File: src/rtl/controle_de_excecao_pkg.sv
// ============================================================================
// Module   : controle_de_excecao_pkg
// Purpose  : Shared state encoding and constants for the overflow-exception
//            sequencer.
// Revision : 1.0 - initial release
// ============================================================================
`default_nettype none

package controle_de_excecao_pkg;

   typedef enum logic [1:0] {
      IDLE       = 2'd0,
      REQUEST    = 2'd1,
      IN_HANDLER = 2'd2,
      ILLEGAL    = 2'd3
   } state_t;

   localparam logic [31:0] EXC_VECTOR_DEFAULT = 32'h0000_0080;
   localparam int          PC_INCREMENT       = 4;

endpackage

`default_nettype wire

File: src/rtl/controle_de_excecao_contador_saturado.sv
// ============================================================================
// Module   : contador_saturado
// Purpose  : Parameterised saturating up-counter with enable, async reset.
// Revision : 1.0 - initial release
// ============================================================================
`default_nettype none

module contador_saturado #(
   parameter int WIDTH = 8
) (
   input  logic             clk,
   input  logic             rst,
   input  logic             en,
   output logic [WIDTH-1:0] count
);

   always_ff @(posedge clk or posedge rst) begin
      if (rst) begin
         count <= '0;
      end else if (en && (count != {WIDTH{1'b1}})) begin
         count <= count + 1'b1;
      end
   end

endmodule

`default_nettype wire

File: src/rtl/controle_de_excecao.sv
// ============================================================================
// Module   : controle_de_excecao
// Purpose  : ALU flag register and overflow-exception sequencer (EPC capture,
//            redirect request, handler tracking until return-from-exception).
// Revision : 1.0 - initial release
// ============================================================================
`default_nettype none

module controle_de_excecao
   import controle_de_excecao_pkg::*;
#(
   parameter int               WIDTH      = 32,
   parameter logic [WIDTH-1:0] EXC_VECTOR = WIDTH'(EXC_VECTOR_DEFAULT),
   parameter int               CNT_WIDTH  = 8
) (
   input  logic                 Clock,
   input  logic                 Reset,
   input  logic                 Flag_Valid,
   input  logic                 Overflow,
   input  logic                 Zero,
   input  logic [WIDTH-1:0]     PC_Atual,
   input  logic                 Exc_Ack,
   input  logic                 Eret,
   output logic                 Zero_Reg,
   output logic                 Overflow_Reg,
   output logic                 Block_Write,
   output logic                 Exc_Req,
   output logic [WIDTH-1:0]     PC_Vector,
   output logic [WIDTH-1:0]     EPC,
   output logic [WIDTH-1:0]     Return_PC,
   output logic                 Nested,
   output logic [CNT_WIDTH-1:0] Ovf_Count,
   output logic                 Busy
);

   state_t state;
   state_t state_next;
   logic   ovf_evt;

   assign ovf_evt     = Flag_Valid & Overflow;
   assign Block_Write = ovf_evt;
   assign PC_Vector   = EXC_VECTOR;
   assign Return_PC   = EPC + WIDTH'(PC_INCREMENT);
   assign Exc_Req     = (state == REQUEST);
   assign Busy        = (state != IDLE);

   always_ff @(posedge Clock or posedge Reset) begin
      if (Reset) begin
         state <= IDLE;
      end else begin
         state <= state_next;
      end
   end

   // Overflows seen outside IDLE are counted but never raise a second request.
   always_comb begin
      state_next = state;
      case (state)
         IDLE:       if (ovf_evt) state_next = REQUEST;
         REQUEST:    if (Exc_Ack) state_next = IN_HANDLER;
         IN_HANDLER: if (Eret)    state_next = IDLE;
         default:                 state_next = IDLE;
      endcase
   end

   always_ff @(posedge Clock or posedge Reset) begin
      if (Reset) begin
         Zero_Reg     <= 1'b0;
         Overflow_Reg <= 1'b0;
         EPC          <= '0;
         Nested       <= 1'b0;
      end else begin
         if (Flag_Valid) begin
            Zero_Reg     <= Zero;
            Overflow_Reg <= Overflow;
         end
         if ((state == IDLE) && ovf_evt) begin
            EPC <= PC_Atual;
         end
         if (state == IN_HANDLER) begin
            if (Eret) begin
               Nested <= 1'b0;
            end else if (ovf_evt) begin
               Nested <= 1'b1;
            end
         end
      end
   end

   contador_saturado #(
      .WIDTH (CNT_WIDTH)
   ) u_ovf_count (
      .clk   (Clock),
      .rst   (Reset),
      .en    (ovf_evt),
      .count (Ovf_Count)
   );

endmodule

`default_nettype wire

File: config.mk
export PLATFORM = sky130hd
export DESIGN_NAME = controle_de_excecao
export DESIGN_NICKNAME = d
export VERILOG_FILES = /design/src/rtl/controle_de_excecao_pkg.sv /design/src/rtl/controle_de_excecao_contador_saturado.sv /design/src/rtl/controle_de_excecao.sv
export SDC_FILE = /design/constraint.sdc
export NUM_CORES = 1
export LEC_CHECK = 0
export CORE_UTILIZATION = 42
export DETAILED_ROUTE_END_ITERATION = 6
export GPL_TIMING_DRIVEN = 0
export PLACE_DENSITY = 0.87
export SLEW_MARGIN = 40
export SYNTH_ARGS = -nofsm -noshare
export SYNTH_HDL_FRONTEND = slang
export SYNTH_HIERARCHICAL = 1
export SYNTH_SLANG_ARGS = --single-unit
File: constraint.sdc
create_clock -name Clock -period 3 [get_ports Clock]
set_input_delay 0.75 -clock Clock [delete_from_list [all_inputs] [get_ports Clock]]
set_output_delay 0.75 -clock Clock [all_outputs]
set_load 0.01 [all_outputs]
==> results of run 1 <==
power by group:
group / internal, mW / leakage (nW) / switching [mW] / total (mW)
combinational: 1.03 / 1.27 / 0.641 / 1.67
sequential: 0.821 / 0.535 / 0.291 / 1.11
clock: 0.162 / 0.0450 / 0.204 / 0.366
total: 2.01 / 1.85 / 1.14 / 3.15
cell families after synthesis:
kind of cell | count (synthesis) | share of synthesized area
adders and majority gates | 2 | 0.00951
buffers and inverters | 48 | 0.128
DFF | 45 | 0.428
xor gates and xnor gates | 29 | 0.0965
muxes | 35 | 0.150
AOI/OAI and AO/OA | 15 | 0.0390
other | 2 | 0.00285
and+or+nand+nor | 67 | 0.146
state kept, by name, indices dropped and copies added (netlist names):
signal             flops
EPC                   32
u_ovf_count/count      8
state                  2
Nested                 1
Overflow_Reg           1
Zero_Reg               1
metal layers:
layer	vias to the layer above	GRT usage	routed length, µm
li1	1100	-	-
met1	1068	0.243	2700
met2	93	0.345	3310
met3	7	0.0674	596
met4	0	0.0518	58
met5	-	0	0
worst max-delay path by stage:
stage / from / end / slack, ns / cells past startpoint
5_1_grt: EPC[6] / Return_PC[19] / -0.01 / 6
3_3_place_gp: Flag_Valid / Block_Write / 0.03 / 4
3_5_place_dp: Flag_Valid / Block_Write / 0.02 / 4
4_1_cts: EPC[9] / Return_PC[25] / 0.004 / 6
2_1_floorplan: EPC[2] / Return_PC[26] / 0.77 / 6
6_report: Flag_Valid / Block_Write / 0.09 / 4
through the flow:
step                      setup WS, ns  setup TNS [ns]  area, µm²  hold WS [ns]
after floorplan                  0.765               0       2740         0.532
after global placement          0.0315               0       4000         0.494
after detailed placement        0.0180               0       4030         0.502
after CTS                      0.00421               0       4170         0.517
after global routing           -0.0104         -0.0197       4200         0.555
final                           0.0933               0       4200         0.521
synth_stat cells (all sizes together):
master	number
a22o	1
and4	3
or2	1
nand2	16
o21ai	5
inv	8
nor2	5
xor2	3
buf	40
o2111a	1
dfrtp	45
a21oi	3
ha	2
o31a	1
nor2b	2
a21boi	1
and3	6
nand4	14
conb	2
nor3	5
mux2	35
nand3	15
a21o	1
xnor2	26
o21bai	2
what timing repair did:
item	4_1_cts	5_1_grt
pin swaps	0	0
gates resized for setup	18	5
setup buffers	9	1
endpoints found under the setup margin	16	8
cell type report:
type,count,area share
multi-input cells,180,0.310
well taps,75,0.0224
clock buffers,6,0.0173
clock inverters,2,0.00239
plain buffers,40,0.0733
repair buffers,127,0.298
inverters,8,0.00716
flip-flops and latches,45,0.270
layout by cell type, fill, tap and decap left out, types with 2 or more instances in the layout:
cell / synthesis / layout
a21oi_1: 3 / 3
and3_1: 5 / 3
and3_2: 1 / 2
and4_1: 3 / 2
buf_4: 38 / 48
buf_6: 2 / 2
clkbuf_8: 0 / 5
clkdlybuf4s50_1: 0 / 103
clkinv_2: 0 / 2
conb_1: 2 / 32
dfrtp_1: 45 / 41
dfrtp_2: 0 / 4
dlygate4sd2_1: 0 / 12
ha_1: 2 / 2
inv_1: 8 / 6
inv_2: 0 / 2
mux2_1: 5 / 5
mux2_2: 30 / 30
nand2_1: 16 / 16
nand3_1: 15 / 15
nand4_1: 12 / 12
nor2_1: 4 / 4
nor2b_1: 2 / 2
nor3_1: 4 / 3
o21ai_0: 3 / 3
o21bai_1: 2 / 2
xnor2_1: 26 / 26
xor2_1: 3 / 3
==> results by group, run 1 <==
Die
  – Die height: 81.2 µm
  – Die area: 0.00659 mm²
  – Core area: between 0.005 and 0.006 mm²
  – Die width: 81.2 µm
  – Ports: between 100 and 150
  – Initial core utilization: 0.439
  – # rows: 28

Power
  – Leak pwr: roughly 1.8 nW
  – Final Power: between 3 and 4 mW
  – Worst vdd ir: between 0.5 and 0.6 mV
  – Pwr dens: 751 mW/mm²

Clock tree
  – Clock sink total: 45
  – H-tree depth: 2
  – TritonCTS clock tree: yes
  – Post-CTS Hold Fix Bufs: 0
  – Max clock buf depth: 2
  – Total CTS buffers: 5
  – Clock Latency Late Sink: 0.29 ns
  – Register clock-pin slew on the reported worst setup and hold paths: 0.08 ns
  – Root Buffer: clkbuf_8

Finish
  – Area growth syn-to-layout: 59.5%
  – Antenna Cells: 0
  – Layout cells sized above 1: 0.255
  – Multi-input logic area: approximately 0.0013 mm²
  – Reg area: 0.00113 mm²
  – Fillers: 458
  – Finished Layout Cells: between 400 and 500
  – # nets final: 448
  – Fin util: 0.701

Yosys
  – Synth top area cells: dfrtp_1 (43%), mux2_2 (13%), buf_4 (11%)
  – Synth area leader: dfrtp_1
  – Flops & latches, synth: 45
  – Mapped Cells: 243
  – Syn Std Cell Area: about 0.0026 mm²
  – Yosys cell types: 34
  – Mean area per synthesized cell: 10.8 µm²
  – Synth warn: 6
  – Yosys top cell area share: 0.428
  – Post-synthesis sequential area ratio: 0.428

Worst setup path
  – Critical path class: input pin to primary output
  – Crit end category: primary output
  – Reg2reg start: state[1]
  – Most Frequent Cell on Critical Path: clkdlybuf4s50_1
  – FF-to-FF End: EPC[11]
  – CP Data Arrival Time: 2.16 ns
  – R2R Setup Slk: 1.34 ns
  – Startpoint Class: input pin
  – CP max FO: 9
  – Required time worst endpoint: 2.25 ns
  – Slowest stage cell, crit path: clkdlybuf4s50_1
  – Number of cells on the worst reg-to-reg path: 4
  – CP cell instances: clkdlybuf4s50_1, nand2_1, inv_2, clkdlybuf4s50_1
  – Crit-path max cell delay: 0.57 ns
  – Worst Path Buf+Inv: 3
  – CP top delay family: buffers and inverters

STA
  – Skew final: 0.00259 ns
  – RSZ-0062 raised after global routing: true
  – Slew Limit Fails: 0
  – Final period utilization: 0.969
  – Final min period: 2.91 ns
  – Endpoints failing setup: 0
  – Hold Vio Cnt, Final: 0
  – Fmax: about 340 MHz

Placement
  – Port Buffers: around 120
  – DP Wirelength: ~4900 µm
  – Placed insts: around 470
  – Routability Congestion: 0.754

Min path
  – WHS Endpoint: u_ovf_count/count[6]
  – Worst min-delay path startpoint: u_ovf_count/count[6]
  – Hold depth: 1
  – Hold WC Path Type: flop to flop

Run
  – Max-cap viol count: 0

GRT
  – Vias in the first global route: 2079
  – Gr usage total: 0.202
  – Initial antenna violation count: 0
  – Largest net degree at the start of global routing: 21
  – First-pass GRT wire length: 10100 µm
  – Total gr overflow: 0

Routing
  – Detailed Routing Iterations Pass 1: 4
  – Residual DRC: 0
  – DR iter-0 viols: 63
  – Via count: 2268
  – Drt wl/cell: 13.8 µm
  – Routed WL: 6660 µm
  – Avg Vias per Cell: 4.70
  – Post-detailed-route count of antenna-violating nets: 0

Run status
  – Outcome: finished clean
(Power assumes the default switching activity.)
==> run 2: changes to the inputs <==
Settings changed: CORE_UTILIZATION 42 to 39, PLACE_DENSITY 0.87 to 0.82.
Clock period 3 ns to 2.87 ns, I/O delays scaled along.
==> run 2 against run 1 <==
Effect of this change:
- the run now ends with DRC left
- sequential power rose by 5%
- critical path depth did not move
- combinational power rose by 2%
- count of clock-buffer cells in the layout rose by 1
- sequential share of layout area rose by 0.11 points
- cell count did not move
- wire length rose by 0.12%
- design area fell by 0.18%
- first-iteration DRC count rose by 30%
- die area rose by 7.5%
- register-to-register slack got worse by 0.08 ns
- critical path type unchanged
- critical endpoint unchanged
- highest routed layer unchanged
==> results by group, run 2 (synthesis results as in run 1) <==
Routing
  – Avg Vias per Cell: 4.76 (was 4.70)
  – Post-detailed-route count of antenna-violating nets: 0 (unchanged)
  – DR iter-0 viols: 82 (was 63)
  – Detailed Routing Iterations Pass 1: 6 (was 4)
  – Drt wl/cell: 13.8 µm (about the same)
  – Via count: 2298 (was 2268)
  – Residual DRC: 28 (was 0)
  – Routed WL: 6670 µm (was 6660 µm)

Finish
  – Layout cells sized above 1: 0.259 (was 0.255)
  – Antenna Cells: 0 (unchanged)
  – Fin util: 0.652 (was 0.701)
  – Biggest regs: EPC x32, u_ovf_count/count x8, state x2 (unchanged)
  – Largest register FFs: 32 (unchanged)
  – Commonest non-fill, non-tap cells in the layout: clkdlybuf4s50_1 (97), buf_4 (47), dfrtp_1 (39) (was clkdlybuf4s50_1 (103), buf_4 (48), dfrtp_1 (41))
  – Area growth syn-to-layout: 59.2% (was 59.5%)
  – # nets final: 447 (was 448)
  – Commonest non-fill, non-tap cell in the layout: clkdlybuf4s50_1 (unchanged)
  – Biggest register: EPC (unchanged)

Power
  – Final Power: 3.28 mW (was 3.15 mW)
  – Worst vdd ir: 0.492 mV (was 0.521 mV)
  – Pwr dens: 782 mW/mm² (was 751 mW/mm²)
  – Leak pwr: 1.86 nW (was 1.85 nW)

GRT
  – Vias in the first global route: 2174 (was 2079)
  – Gr usage total: 0.189 (was 0.202)
  – First-pass GRT wire length: 10700 µm (was 10100 µm)
  – Initial antenna violation count: 0 (unchanged)
  – Largest net degree at the start of global routing: 20 (was 21)
  – Total gr overflow: 0 (unchanged)

Placement
  – Port Buffers: 116 (unchanged)
  – DP Wirelength: 5050 µm (was 4950 µm)
  – Routability Congestion: 0.707 (was 0.754)
  – Setup slack at placement: -0.0447 ns (was 0.0180 ns)

STA
  – Hold Vio Cnt, Final: 0 (unchanged)
  – Total Neg Setup Slack: 0 ns (unchanged)
  – Slew Limit Fails: 0 (unchanged)
  – Skew final: 0.00320 ns (was 0.00259 ns)
  – Setup ws final: 0.0538 ns (was 0.0933 ns)
  – Final period utilization: 0.981
  – Endpoints failing setup: 0 (unchanged)
  – Fmax: 355 MHz
  – Final min period: 2.82 ns

Die
  – Ports: 149 (unchanged)
  – Die width: 84.1 µm (was 81.2 µm)
  – Core area: 0.00642 mm² (was 0.00599 mm²)
  – Initial core utilization: 0.410 (was 0.439)
  – Die area: 0.00708 mm² (was 0.00659 mm²)
  – # rows: 29 (was 28)
  – Die height: 84.1 µm (was 81.2 µm)

Worst setup path
  – Crit end category: primary output (unchanged)
  – Most Frequent Cell on Critical Path: clkdlybuf4s50_1 (unchanged)
  – Required time worst endpoint: 2.15 ns (was 2.25 ns)
  – Startpoint Class: input pin (unchanged)
  – R2R Setup Slk: 1.26 ns (was 1.34 ns)
  – Slowest stage cell, crit path: clkdlybuf4s50_1 (unchanged)
  – CP Data Arrival Time: 2.10 ns (was 2.16 ns)
  – FF-to-FF End: EPC[11] (unchanged)
  – Reg2reg start: state[1] (unchanged)
  – Critical path class: input pin to primary output (unchanged)
  – Crit-path max cell delay: 0.56 ns (was 0.57 ns)
  – CP max FO: 9 (unchanged)
  – CP top delay family: buffers and inverters (unchanged)
  – Number of cells on the worst reg-to-reg path: 4 (unchanged)
  – CP cell instances: clkdlybuf4s50_1, nand2_1, inv_2, clkdlybuf4s50_1 (unchanged)
  – Worst Path Buf+Inv: 3 (unchanged)

Clock tree
  – Max clock buf depth: 2 (unchanged)
  – TritonCTS clock tree: yes (unchanged)
  – Clock Latency Late Sink: 0.29 ns (about the same)
  – Total CTS buffers: 5 (unchanged)
  – Register clock-pin slew on the reported worst setup and hold paths: 0.08 ns (about the same)
  – Clock sink total: 45 (unchanged)
  – H-tree depth: 2 (unchanged)
  – Root Buffer: clkbuf_8 (unchanged)

Min path
  – Hold WC Path Type: flop to flop (unchanged)
  – WHS Endpoint: Zero_Reg (was u_ovf_count/count[6])
  – Worst min-delay path startpoint: Zero_Reg (was u_ovf_count/count[6])
  – Hold depth: 1 (unchanged)

Run status
  – Outcome: complete, but fails checks (was finished clean)
  – Violated checks: DRC

Run
  – Max-cap viol count: 0 (unchanged)
-- run 2: changes by cell type in the layout (fill, tap and decap cells not counted), sizes merged --
cell / previous run / this run
clkdlybuf4s50: 103 / 97
clkbuf: 6 / 9
clkdlybuf4s15: 0 / 2
clkinv: 2 / 0
dlymetal6s2s: 1 / 3
buf: 51 / 50
-- run 2: per-layer routing --
metal,track usage,up-vias,share of wire
li1,-,1105,-
met1,0.222,1083,0.40
met2,0.335,98,0.50
met3,0.0541,12,0.083
met4,0.0596,0,0.020
met5,0,-,0
-- run 2: power by group --
part	switching (mW)	internal (mW)
registers	0.312	0.860
clock network	0.200	0.191
logic	0.654	1.06
-- run 2: area by class of cell --
cell class	instances	area (µm²)
Multi-Input combinational cell	180	1300
Fill cell	524	2230
Sequential cell	45	1130
Inverter	8	30.0
Timing Repair Buffer	126	1240
Buffer	40	308
Tap cell	77	96.3
Clock buffer	7	86.3
-- run 2: metrics by stage --
| stage | hold WS (ns) | area [µm²] | cells |
|---|---|---|---|
| global placement | 0.495 | 4000 | 466 |
| global route | 0.545 | 4190 | 483 |
| CTS | 0.528 | 4180 | 483 |
| floorplan | 0.532 | 2740 | 273 |
| finish | 0.528 | 4190 | 483 |
| detailed placement | 0.500 | 4030 | 467 |
-- run 2: worst max-delay path by stage --
stage	end	slack [ns]	cells after the start	start
finish	Block_Write	0.05	4	Flag_Valid
floorplan	Return_PC[26]	0.67	6	EPC[2]
detailed placement	Block_Write	-0.04	4	Flag_Valid
global route	Return_PC[20]	-0.02	7	EPC[3]
global placement	Block_Write	-0.05	4	Flag_Valid
CTS	Return_PC[19]	0.004	6	EPC[7]
-- run 2: timing repair --
action	CTS	global route
endpoints found under the hold margin	0	0
pin swaps	1	2
gates resized for setup	26	10
setup endpoints to repair	20	7
hold buffers	0	0
buffers inserted	9	0
